$ cat src/rtl/quality_sensor_conditioner_pkg.sv
// Shared definitions for the sensor conditioner: state encoding, channel
// indices and default widths/thresholds (also used by the grading FSM bench).
package quality_sensor_conditioner_pkg;

  localparam int DATA_W_DEF     = 8;
  localparam int AVG_LOG2_DEF   = 2;
  localparam int WEIGHT_MIN_DEF = 100;
  localparam int WEIGHT_MAX_DEF = 200;
  localparam int SIZE_MIN_DEF   = 50;
  localparam int COLOR_MIN_DEF  = 128;

  localparam int NUM_CH    = 3;
  localparam int CH_WEIGHT = 0;
  localparam int CH_SIZE   = 1;
  localparam int CH_COLOR  = 2;

  localparam logic [1:0] ST_IDLE    = 2'd0;
  localparam logic [1:0] ST_ACCUM   = 2'd1;
  localparam logic [1:0] ST_COMPARE = 2'd2;

  typedef enum logic [1:0] {
    IDLE    = ST_IDLE,
    ACCUM   = ST_ACCUM,
    COMPARE = ST_COMPARE
  } state_t;

endpackage

$ cat src/rtl/quality_sensor_conditioner_if.sv
// Sample/verdict bus between the sensor front end and the grading FSM side.
interface quality_sensor_conditioner_if #(
  parameter int DATA_W = 8
);
  logic              sample_valid_i;
  logic              sample_ready_o;
  logic [DATA_W-1:0] weight_i;
  logic [DATA_W-1:0] size_i;
  logic [DATA_W-1:0] color_i;
  logic              clear_i;
  logic              weight_ok_o;
  logic              size_ok_o;
  logic              color_ok_o;
  logic              result_valid_o;
  logic              busy_o;

  // Producer of samples / consumer of verdicts
  modport master (
    output sample_valid_i, weight_i, size_i, color_i, clear_i,
    input  sample_ready_o, weight_ok_o, size_ok_o, color_ok_o,
           result_valid_o, busy_o
  );

  // The conditioner itself
  modport slave (
    input  sample_valid_i, weight_i, size_i, color_i, clear_i,
    output sample_ready_o, weight_ok_o, size_ok_o, color_ok_o,
           result_valid_o, busy_o
  );
endinterface

$ cat src/rtl/quality_sensor_conditioner_channel_accumulator.sv
// One sensor channel: load/add/clear accumulator. Exposes the average of the
// value the accumulator is about to take, so the verdict can be registered
// on the same edge that accepts the last sample of a window.
module channel_accumulator #(
  parameter int DATA_W   = 8,
  parameter int AVG_LOG2 = 2
) (
  input  logic              clk,
  input  logic              rst_n,
  input  logic              clr_i,
  input  logic              load_i,
  input  logic              add_i,
  input  logic [DATA_W-1:0] din_i,
  output logic [DATA_W-1:0] avg_nxt_o
);
  // Extra AVG_LOG2 bits hold N full-scale samples without wrapping
  localparam int ACC_W = DATA_W + AVG_LOG2;

  logic [ACC_W-1:0] acc_q;
  logic [ACC_W-1:0] acc_nxt;

  // Next sum: fresh load starts a window, otherwise add onto the running sum
  always_comb begin
    acc_nxt = load_i ? ACC_W'(din_i) : acc_q + ACC_W'(din_i);
  end

  assign avg_nxt_o = DATA_W'(acc_nxt >> AVG_LOG2);

  // Accumulator register; clear has priority over load/add
  always_ff @(posedge clk or negedge rst_n) begin
    if (!rst_n)               acc_q <= '0;
    else if (clr_i)           acc_q <= '0;
    else if (load_i || add_i) acc_q <= acc_nxt;
  end
endmodule

$ cat src/rtl/quality_sensor_conditioner.sv
// Averages weight/size/colour readings over 2^AVG_LOG2 accepted samples and
// registers threshold verdicts for the grading FSM.
module quality_sensor_conditioner
  import quality_sensor_conditioner_pkg::*;
#(
  parameter int DATA_W     = DATA_W_DEF,
  parameter int AVG_LOG2   = AVG_LOG2_DEF,
  parameter int WEIGHT_MIN = WEIGHT_MIN_DEF,
  parameter int WEIGHT_MAX = WEIGHT_MAX_DEF,
  parameter int SIZE_MIN   = SIZE_MIN_DEF,
  parameter int COLOR_MIN  = COLOR_MIN_DEF
) (
  input logic                          clk,
  input logic                          rst_n,
  quality_sensor_conditioner_if.slave  bus
);
  localparam int CNT_W = AVG_LOG2 + 1;
  localparam int N     = 1 << AVG_LOG2;

  localparam logic [CNT_W-1:0]  CNT_LAST = CNT_W'(N - 1);
  localparam logic [DATA_W-1:0] W_MIN    = DATA_W'(WEIGHT_MIN);
  localparam logic [DATA_W-1:0] W_MAX    = DATA_W'(WEIGHT_MAX);
  localparam logic [DATA_W-1:0] S_MIN    = DATA_W'(SIZE_MIN);
  localparam logic [DATA_W-1:0] C_MIN    = DATA_W'(COLOR_MIN);

  state_t                           state;
  logic [CNT_W-1:0]                 cnt;
  logic [NUM_CH-1:0]                ok_q;
  logic [NUM_CH-1:0]                ok_nxt;
  logic                             rv_q;
  logic [NUM_CH-1:0][DATA_W-1:0]    din;
  logic [NUM_CH-1:0][DATA_W-1:0]    avg_nxt;
  logic                             accept;
  logic                             last;
  logic                             acc_clr;
  logic                             acc_load;
  logic                             acc_add;

  assign din[CH_WEIGHT] = bus.weight_i;
  assign din[CH_SIZE]   = bus.size_i;
  assign din[CH_COLOR]  = bus.color_i;

  assign bus.sample_ready_o = (state == IDLE) || (state == ACCUM);
  assign accept             = bus.sample_valid_i && bus.sample_ready_o;

  // Sample that completes the window (first sample already completes it when N == 1)
  assign last = ((state == IDLE) && (AVG_LOG2 == 0)) ||
                ((state == ACCUM) && (cnt == CNT_LAST));

  // Accumulators zero on abort, in COMPARE (window done) and in any illegal state
  assign acc_clr  = bus.clear_i || !((state == IDLE) || (state == ACCUM));
  assign acc_load = !bus.clear_i && (state == IDLE)  && accept;
  assign acc_add  = !bus.clear_i && (state == ACCUM) && accept;

  for (genvar g = 0; g < NUM_CH; g++) begin : g_ch
    channel_accumulator #(
      .DATA_W   (DATA_W),
      .AVG_LOG2 (AVG_LOG2)
    ) u_acc (
      .clk       (clk),
      .rst_n     (rst_n),
      .clr_i     (acc_clr),
      .load_i    (acc_load),
      .add_i     (acc_add),
      .din_i     (din[g]),
      .avg_nxt_o (avg_nxt[g])
    );
  end

  // Unsigned, inclusive threshold checks on the window averages
  always_comb begin
    ok_nxt            = '0;
    ok_nxt[CH_WEIGHT] = (avg_nxt[CH_WEIGHT] >= W_MIN) && (avg_nxt[CH_WEIGHT] <= W_MAX);
    ok_nxt[CH_SIZE]   = (avg_nxt[CH_SIZE]   >= S_MIN);
    ok_nxt[CH_COLOR]  = (avg_nxt[CH_COLOR]  >= C_MIN);
  end

  // Control FSM. Verdict flags are captured on the edge that accepts the Nth
  // sample, so they and result_valid are visible during the single COMPARE cycle.
  always_ff @(posedge clk or negedge rst_n) begin
    if (!rst_n) begin
      state <= IDLE;
      cnt   <= '0;
      ok_q  <= '0;
      rv_q  <= 1'b0;
    end else if (bus.clear_i) begin
      state <= IDLE;
      cnt   <= '0;
      ok_q  <= '0;
      rv_q  <= 1'b0;
    end else begin
      rv_q <= 1'b0;
      if (accept && last) begin
        ok_q <= ok_nxt;
        rv_q <= 1'b1;
      end
      case (state)
        IDLE: begin
          if (accept) begin
            cnt   <= CNT_W'(1);
            state <= last ? COMPARE : ACCUM;
          end
        end
        ACCUM: begin
          if (accept) begin
            cnt <= cnt + CNT_W'(1);
            if (last) state <= COMPARE;
          end
        end
        COMPARE: begin
          cnt   <= '0;
          state <= IDLE;
        end
        default: begin
          cnt   <= '0;
          state <= IDLE;
        end
      endcase
    end
  end

  assign bus.weight_ok_o    = ok_q[CH_WEIGHT];
  assign bus.size_ok_o      = ok_q[CH_SIZE];
  assign bus.color_ok_o     = ok_q[CH_COLOR];
  // An abort during COMPARE suppresses the pulse in that same cycle
  assign bus.result_valid_o = rv_q && !bus.clear_i;
  assign bus.busy_o         = (state != IDLE);

endmodule

$ cat src/flat_wrapper.sv
// flat-port wrapper written by rule: the top's interface ports become plain ports
module quality_sensor_conditioner_flat import quality_sensor_conditioner_pkg::*;
#(
  parameter int DATA_W     = DATA_W_DEF,
  parameter int AVG_LOG2   = AVG_LOG2_DEF,
  parameter int WEIGHT_MIN = WEIGHT_MIN_DEF,
  parameter int WEIGHT_MAX = WEIGHT_MAX_DEF,
  parameter int SIZE_MIN   = SIZE_MIN_DEF,
  parameter int COLOR_MIN  = COLOR_MIN_DEF
)
  (clk, rst_n, bus_sample_valid_i, bus_weight_i, bus_size_i, bus_color_i, bus_clear_i, bus_sample_ready_o, bus_weight_ok_o, bus_size_ok_o, bus_color_ok_o, bus_result_valid_o, bus_busy_o);
  quality_sensor_conditioner_if #(.DATA_W(DATA_W)) bus_i ();
  input logic clk;
  input logic rst_n;
  input wire logic [$bits(bus_i.sample_valid_i)-1:0] bus_sample_valid_i;
  input wire logic [$bits(bus_i.weight_i)-1:0] bus_weight_i;
  input wire logic [$bits(bus_i.size_i)-1:0] bus_size_i;
  input wire logic [$bits(bus_i.color_i)-1:0] bus_color_i;
  input wire logic [$bits(bus_i.clear_i)-1:0] bus_clear_i;
  output wire logic [$bits(bus_i.sample_ready_o)-1:0] bus_sample_ready_o;
  output wire logic [$bits(bus_i.weight_ok_o)-1:0] bus_weight_ok_o;
  output wire logic [$bits(bus_i.size_ok_o)-1:0] bus_size_ok_o;
  output wire logic [$bits(bus_i.color_ok_o)-1:0] bus_color_ok_o;
  output wire logic [$bits(bus_i.result_valid_o)-1:0] bus_result_valid_o;
  output wire logic [$bits(bus_i.busy_o)-1:0] bus_busy_o;
  assign bus_i.sample_valid_i = bus_sample_valid_i;
  assign bus_i.weight_i = bus_weight_i;
  assign bus_i.size_i = bus_size_i;
  assign bus_i.color_i = bus_color_i;
  assign bus_i.clear_i = bus_clear_i;
  assign bus_sample_ready_o = bus_i.sample_ready_o;
  assign bus_weight_ok_o = bus_i.weight_ok_o;
  assign bus_size_ok_o = bus_i.size_ok_o;
  assign bus_color_ok_o = bus_i.color_ok_o;
  assign bus_result_valid_o = bus_i.result_valid_o;
  assign bus_busy_o = bus_i.busy_o;
  quality_sensor_conditioner #(.DATA_W(DATA_W), .AVG_LOG2(AVG_LOG2), .WEIGHT_MIN(WEIGHT_MIN), .WEIGHT_MAX(WEIGHT_MAX), .SIZE_MIN(SIZE_MIN), .COLOR_MIN(COLOR_MIN)) u_core (.clk(clk), .rst_n(rst_n), .bus(bus_i));
endmodule
$ cat config.mk
export PLATFORM = sky130hd
export DESIGN_NAME = quality_sensor_conditioner_flat
export DESIGN_NICKNAME = d
export VERILOG_FILES = /design/src/rtl/quality_sensor_conditioner_pkg.sv /design/src/rtl/quality_sensor_conditioner_if.sv /design/src/rtl/quality_sensor_conditioner_channel_accumulator.sv /design/src/rtl/quality_sensor_conditioner.sv /design/src/flat_wrapper.sv
export SDC_FILE = /design/constraint.sdc
export NUM_CORES = 1
export LEC_CHECK = 0
export ABC_CLOCK_PERIOD_IN_PS = 4600
export BUFFER_PORTS_ARGS = -buffer_cell sky130_fd_sc_hd__clkbuf_2
export CAP_MARGIN = 20
export CELL_PAD_IN_SITES_DETAIL_PLACEMENT = 1
export CELL_PAD_IN_SITES_GLOBAL_PLACEMENT = 1
export CORE_MARGIN = 2
export CORE_UTILIZATION = 49
export DETAILED_ROUTE_END_ITERATION = 10
export PLACE_DENSITY_LB_ADDON = 0.1
export SYNTH_ARGS = -nofsm -noshare
export SYNTH_HDL_FRONTEND = slang
export SYNTH_SLANG_ARGS = --single-unit
$ cat constraint.sdc
create_clock -name clk -period 4.6 [get_ports clk]
set_clock_uncertainty 0.05 [all_clocks]
set_input_delay 0.69 -clock clk [delete_from_list [all_inputs] [get_ports clk]]
set_output_delay 0.69 -clock clk [all_outputs]
set_load 0.05 [all_outputs]
# ---- After elaboration in Yosys (flattened, before gate mapping)
# Index checks and enable logic that the tools add are counted.
dict set report classes {
  addsub 4
  magnitude_cmp 4
  eq_ne 5
  muxes 23
  reduce_logical 20
}
# cell n
set op_table {}
lappend op_table {{$mux W10} 9}
lappend op_table {{$add A10 B8 Y10} 3}
lappend op_table {{$mux W3} 5}
lappend op_table {{$mux W2} 5}
lappend op_table {{$logic_and A1 B1 Y1} 9}
lappend op_table {{$ne A3 B2 Y1 const B} 3}
lappend op_table {{$ge A8 B6 Y1 const B} 1}
lappend op_table {{$ge A8 B7 Y1 const B} 1}
lappend op_table {{$ge A8 B8 Y1 const B} 1}
lappend op_table {{$le A8 B8 Y1 const B} 1}
lappend op_table {{$pmux W3 S2} 1}
lappend op_table {{$reduce_bool A2 Y1} 3}
lappend op_table {{$pmux W2 S2} 1}
lappend op_table {{$add A3 B1 Y3 const B} 1}
lappend op_table {{$eq A3 B2 Y1 const B} 1}
lappend op_table {{$logic_or A1 B1 Y1} 3}
lappend op_table {{$reduce_and A3 Y1} 1}
lappend op_table {{$eq A2 B1 Y1 const B} 1}
lappend op_table {{$logic_not A1 Y1} 2}
lappend op_table {{$logic_not A2 Y1} 1}
lappend op_table {{$mux W1} 2}
lappend op_table {{$reduce_and A2 Y1} 1}
dict set report word_totals {
  reg_bits 39
  output_inout_bits 6
}

# ---- Depth between registers and ports, before layout
dict set report logic_depth {
  depth_word 9
  ltp_mapped 10
}

# ---- Hierarchy
# From an unflattened synthesis, not the netlist that was laid out.
dict set report unflattened {
  cells_unflattened 389
  hier_area_um2 3298.2
}
# module instances cells_each area_each_um2 seq_area_each_um2
set by_module_without_submodules {}
lappend by_module_without_submodules {channel_accumulator 3 115 940.9 250.2}
lappend by_module_without_submodules {quality_sensor_conditioner 1 44 475.5 225.2}

# ---- Least setup slack after synthesis
# Ideal clock, no wire load.
dict set report synth_timing {
  path_kind {in2reg}
  start {input port bus_weight_i[0]}
  end {register u_core.ok_q[0]}
  setup_ps 131
  t_arrival_ps 2608
  setup_slack_ps 1811
  cell_stages 10
  n_path_buf 0
  cell_sequence {ha_1 -> inv_1 -> fa_1 -> nor2b_4 -> o2111ai_1 -> a31oi_1 -> o21ai_1 -> a2111oi_0 -> o41ai_1 -> or3_1}
}
dict set report synth_via {
  elab_chain_cells 6
  elab_cells_between_ends 7
  classes_between {add/sub (1); order compare (2); mux (3); reduce/logical (1)}
}
# item line
set synth_rtl {}
lappend synth_rtl {{start: declaration} flat_wrapper.sv:16} ;# input wire logic [$bits(bus_i.weight_i)-1:0] bus_weight_i;
lappend synth_rtl {{$add A10 B8 Y10 *} quality_sensor_conditioner_channel_accumulator.sv:24} ;# acc_nxt = load_i ? ACC_W'(din_i) : acc_q + ACC_W'(din_i);
lappend synth_rtl {{$mux W10 *} quality_sensor_conditioner_channel_accumulator.sv:24}
lappend synth_rtl {{$ge A8 B7 Y1 / $le A8 B8 Y1 (equally long branches)} quality_sensor_conditioner.sv:73} ;# ok_nxt[CH_WEIGHT] = (avg_nxt[CH_WEIGHT] >= W_MIN) && (avg_nxt[CH_WEIGHT] <= W_MAX);
lappend synth_rtl {{$logic_and A1 B1 Y1 *} quality_sensor_conditioner.sv:73}
lappend synth_rtl {{$mux W3 *} quality_sensor_conditioner.sv:93} ;# if (accept && last) begin
lappend synth_rtl {{$mux W3 *} quality_sensor_conditioner.sv:86} ;# end else if (bus.clear_i) begin
lappend synth_rtl {{end signal: assignment} quality_sensor_conditioner.sv:94} ;# ok_q <= ok_nxt;
lappend synth_rtl {{end: declaration} quality_sensor_conditioner.sv:28} ;# logic [NUM_CH-1:0] ok_q;
# Every way passes the cells marked *; elsewhere a longest branch is shown, timed or not. The select of a mux whose other input is x is not followed.
# A chain may end at the register's enable or synchronous reset.

# ---- Worst setup path after layout
# Ends and elaborated chain as after synthesis.

==> impl_metrics.json <==
{
  "crit-reg2reg-capture": "u_core.ok_q[0]",
  "n_fill_cell": 714,
  "clock_tree_from_tritoncts": "done",
  "fmax_mhz": 342,
  "setup_violations": 0,
  "syn_area_per_cell_um2": 8.97,
  "crit_fanout": 3,
  "crit_path_top_delay_cell": "a2111oi_0",
  "p_comb_share_pct": 30.4,
  "grt_pass1_vias": 2637,
  "cts_hold_buffers": 0,
  "crit_start": "bus_weight_i[0]",
  "path_buf_inv": 2,
  "synth_area_leader_cell": "dfrtp_1",
  "buffer_ports.inserted": 33,
  "design.final.nets": 421,
  "ff_latch_area_um2": 976,
  "drive_gt1_share_pct": 16.4,
  "core-area_um2": 5890,
  "post_cts_resized": 0,
  "ys.warnings.count": 0,
  "crit-reg2reg-launch": "u_core.g_ch[0].u_acc.acc_q[0]",
  "fin_tns_setup_ps": 0,
  "ioPinCount": 34,
  "clock_insertion_delay_worst_skew_ps": 300,
  "ff2ff_path_depth": 10,
  "globalRouteOverflowTotal": 0,
  "switching_share_pct": 33.1,
  "timing.critical_path.to_type": "flop",
  "synth_nets": 386,
  "cts.htree.levels": 2,
  "post-route-period-util_pct": 63.5,
  "final_antenna_net_count": 0,
  "pwr-share-seq_pct": 38.8,
  "final_max_slew_viol_count": 0,
  "internal_power_mw": 0.648,
  "n_antenna_cell": 0,
  "synth_top_cells_by_area": "dfrtp_1 33%, ha_1 11%, o21ai_0 6.4%",
  "synth_cell_type_count": 56,
  "share_of_synthesized_registers_carrying_an_async_set_or_reset_pct": 100,
  "tritoncts_sinks": 39,
  "period_minus_slack_ps": 2920,
  "yosysMostFrequentCell": "dfrtp_1",
  "seq_total_area_yosys_pct": 33.1,
  "depth_of_the_critical_timing_path_with_buffers_and_inverters_included": 11,
  "routabilityCongestion": 0.802,
  "setup_repair_after_global_routing_missed_its_margin": "no",
  "final_hold_viol_count": 0,
  "synth-main-ff-cell": "dfrtp_1",
  "critPathRequiredTime_ps": 4740,
  "tightestPinTransition_ps": 771,
  "design.die.area_um2": 6660,
  "post_dp_cell_area_um2": 3190,
  "antenna_violations_before_repair": 0,
  "grt_max_degree": 40,
  "dpl.hpwl_um": 5650,
  "clock_power_share_pct": 30.7,
  "synth_top_cell_area_share_pct": 33.1,
  "drc_violation_count_after_routing": 0,
  "postCtsSetupBuffers": 0,
  "cts-root-to-sink-buffers": 2,
  "drv.max_cap_violation_count": 0,
  "initial_core_util_pct": 50.1,
  "grt_pass1_wl_um": 12800,
  "syn-cell-area_um2": 2950,
  "first_iter_violations": 128,
  "relSlewSlack_pct": 48.5,
  "total_leakage_power_nw": 1.61,
  "crit_path_cell_trace": "clkbuf_2 -> ha_1 -> inv_1 -> fa_1 -> nor2b_4 -> o2111ai_1 -> a31oi_1 -> o21ai_1 -> a2111oi_0 -> o41ai_1 -> or3_1",
  "switching_power_mw": 0.321,
  "rows": 28,
  "wl_per_cell_um": 17.4,
  "synth_seq_cells": 39,
  "cts_buffers": 5,
  "min_path_type": "input pin to asynchronous set/reset pin",
  "clk_pin_slew_ps": 80,
  "num_vias": 2604,
  "postLayoutCellArea_um2": 3330,
  "layout-area-overhead-vs-synth_pct": 12.7,
  "vdd.ir_drop.worst_mv": 0.215,
  "critical-path-top-delay-family": "compound AO/OA/AOI/OAI gates",
  "routed_via_density": 5.92,
  "drt-total-wl_um": 7650,
  "multi_input_area_um2": 1880,
  "synth.top_cells.by_count": "39 x dfrtp_1, 38 x o21ai_0, 34 x nand2_1",
  "die_width_um": 81.6,
  "regToRegSetupSlack_ps": 1800,
  "timing.critical_path.arrival_ps": 3060,
  "path_class": "input pin to flop",
  "fp.dieH_um": 81.6,
  "run_status": "finished clean",
  "drt_pre_antenna_iters": 4,
  "synth-edff-count": 0,
  "global_route.usage.total_pct": 24.9,
  "power_per_cell_area_nw_per_um2": 291,
  "post_synth_inst_count": 329,
  "slowest_delay_ps": 510,
  "timing.critical_path.from_type": "input pin",
  "cts_root_buf": "clkbuf_8"
}
-- metal layers --
layer	GRT usage, %	vias up	wire length, um
li1	-	1273	-
met1	33.7	1287	3590
met2	42.8	38	3760
met3	3.74	6	231
met4	5.00	0	68
met5	0	-	0
-- power groups by stage --
stage	logic, mW	clock network (mW)	registers [mW]
6_report	0.295	0.298	0.376
5_1_grt	0.331	0.315	0.379
4_1_cts	0.293	0.304	0.376
3_5_place_dp	0.290	0	0.383
3_3_place_gp	0.281	0	0.383
2_1_floorplan	0.211	0	0.380
-- cell type report --
type / count / area share, %
clock buffer: 5 / 2.07
clock inverter: 3 / 1.32
sequential: 39 / 29.3
multi-input combinational: 266 / 56.6
inverter: 16 / 1.81
tap: 75 / 2.82
timing repair buffer: 36 / 6.02
-- cells by family (layout without fill, tap and decap cells) --
| family | Yosys count | count (layout) | synth area share [%] |
|---|---|---|---|
| DFF | 39 | 39 | 33.1 |
| xor gates and xnor gates | 16 | 16 | 4.75 |
| adders and majority gates | 29 | 29 | 13.1 |
| buffers and inverters | 24 | 60 | 3.31 |
| and+or+nand+nor | 104 | 104 | 17.9 |
| AOI/OAI and AO/OA | 100 | 100 | 22.0 |
| muxes | 17 | 17 | 5.89 |
-- flip-flops by register name (all words and copies together) (netlist names) --
register	flops
u_core.state	2
u_core.cnt	3
u_core.g_ch.u_acc.acc_q	30
u_core.rv_q	1
u_core.ok_q	3
-- layout by cell type, fill, tap and decap left out, types with 4 or more instances in the layout --
cell,count
mux2i_1,16
and2_1,4
nor4_1,4
dfrtp_1,39
nor2_1,23
clkbuf_2,33
clkbuf_8,5
o211ai_1,4
a22o_1,6
xor2_1,7
nand2_1,34
or2_2,5
ha_1,26
o21ai_0,38
nor2b_1,5
nand3_1,5
xnor2_1,9
a21oi_1,14
nor3_1,7
a21o_1,5
o21ai_1,4
inv_1,15
-- stage by stage --
step | std cells | power [mW] | hold slack (ps) | utilization, % | setup slack, ps
after global routing | 440 | 1.02 | 138 | 56.5 | 1490
final | 440 | 0.969 | 145 | 56.5 | 1680
after detailed placement | 431 | 0.673 | 429 | 54.3 | 1470
after global placement | 431 | 0.664 | 412 | 54.3 | 1520
after floorplan | 329 | 0.591 | 344 | - | 1810
after CTS | 439 | 0.973 | 448 | 56.2 | 1740
-- worst max-delay path by stage --
| stage | to | slack [ps] |
|---|---|---|
| 2_1_floorplan | u_core.ok_q[0] | 1810 |
| 3_3_place_gp | u_core.ok_q[0] | 1520 |
| 3_5_place_dp | u_core.ok_q[0] | 1470 |
| 4_1_cts | u_core.ok_q[0] | 1740 |
| 5_1_grt | u_core.ok_q[0] | 1490 |
| 6_report | u_core.ok_q[0] | 1680 |
(Power assumes the default switching activity.)
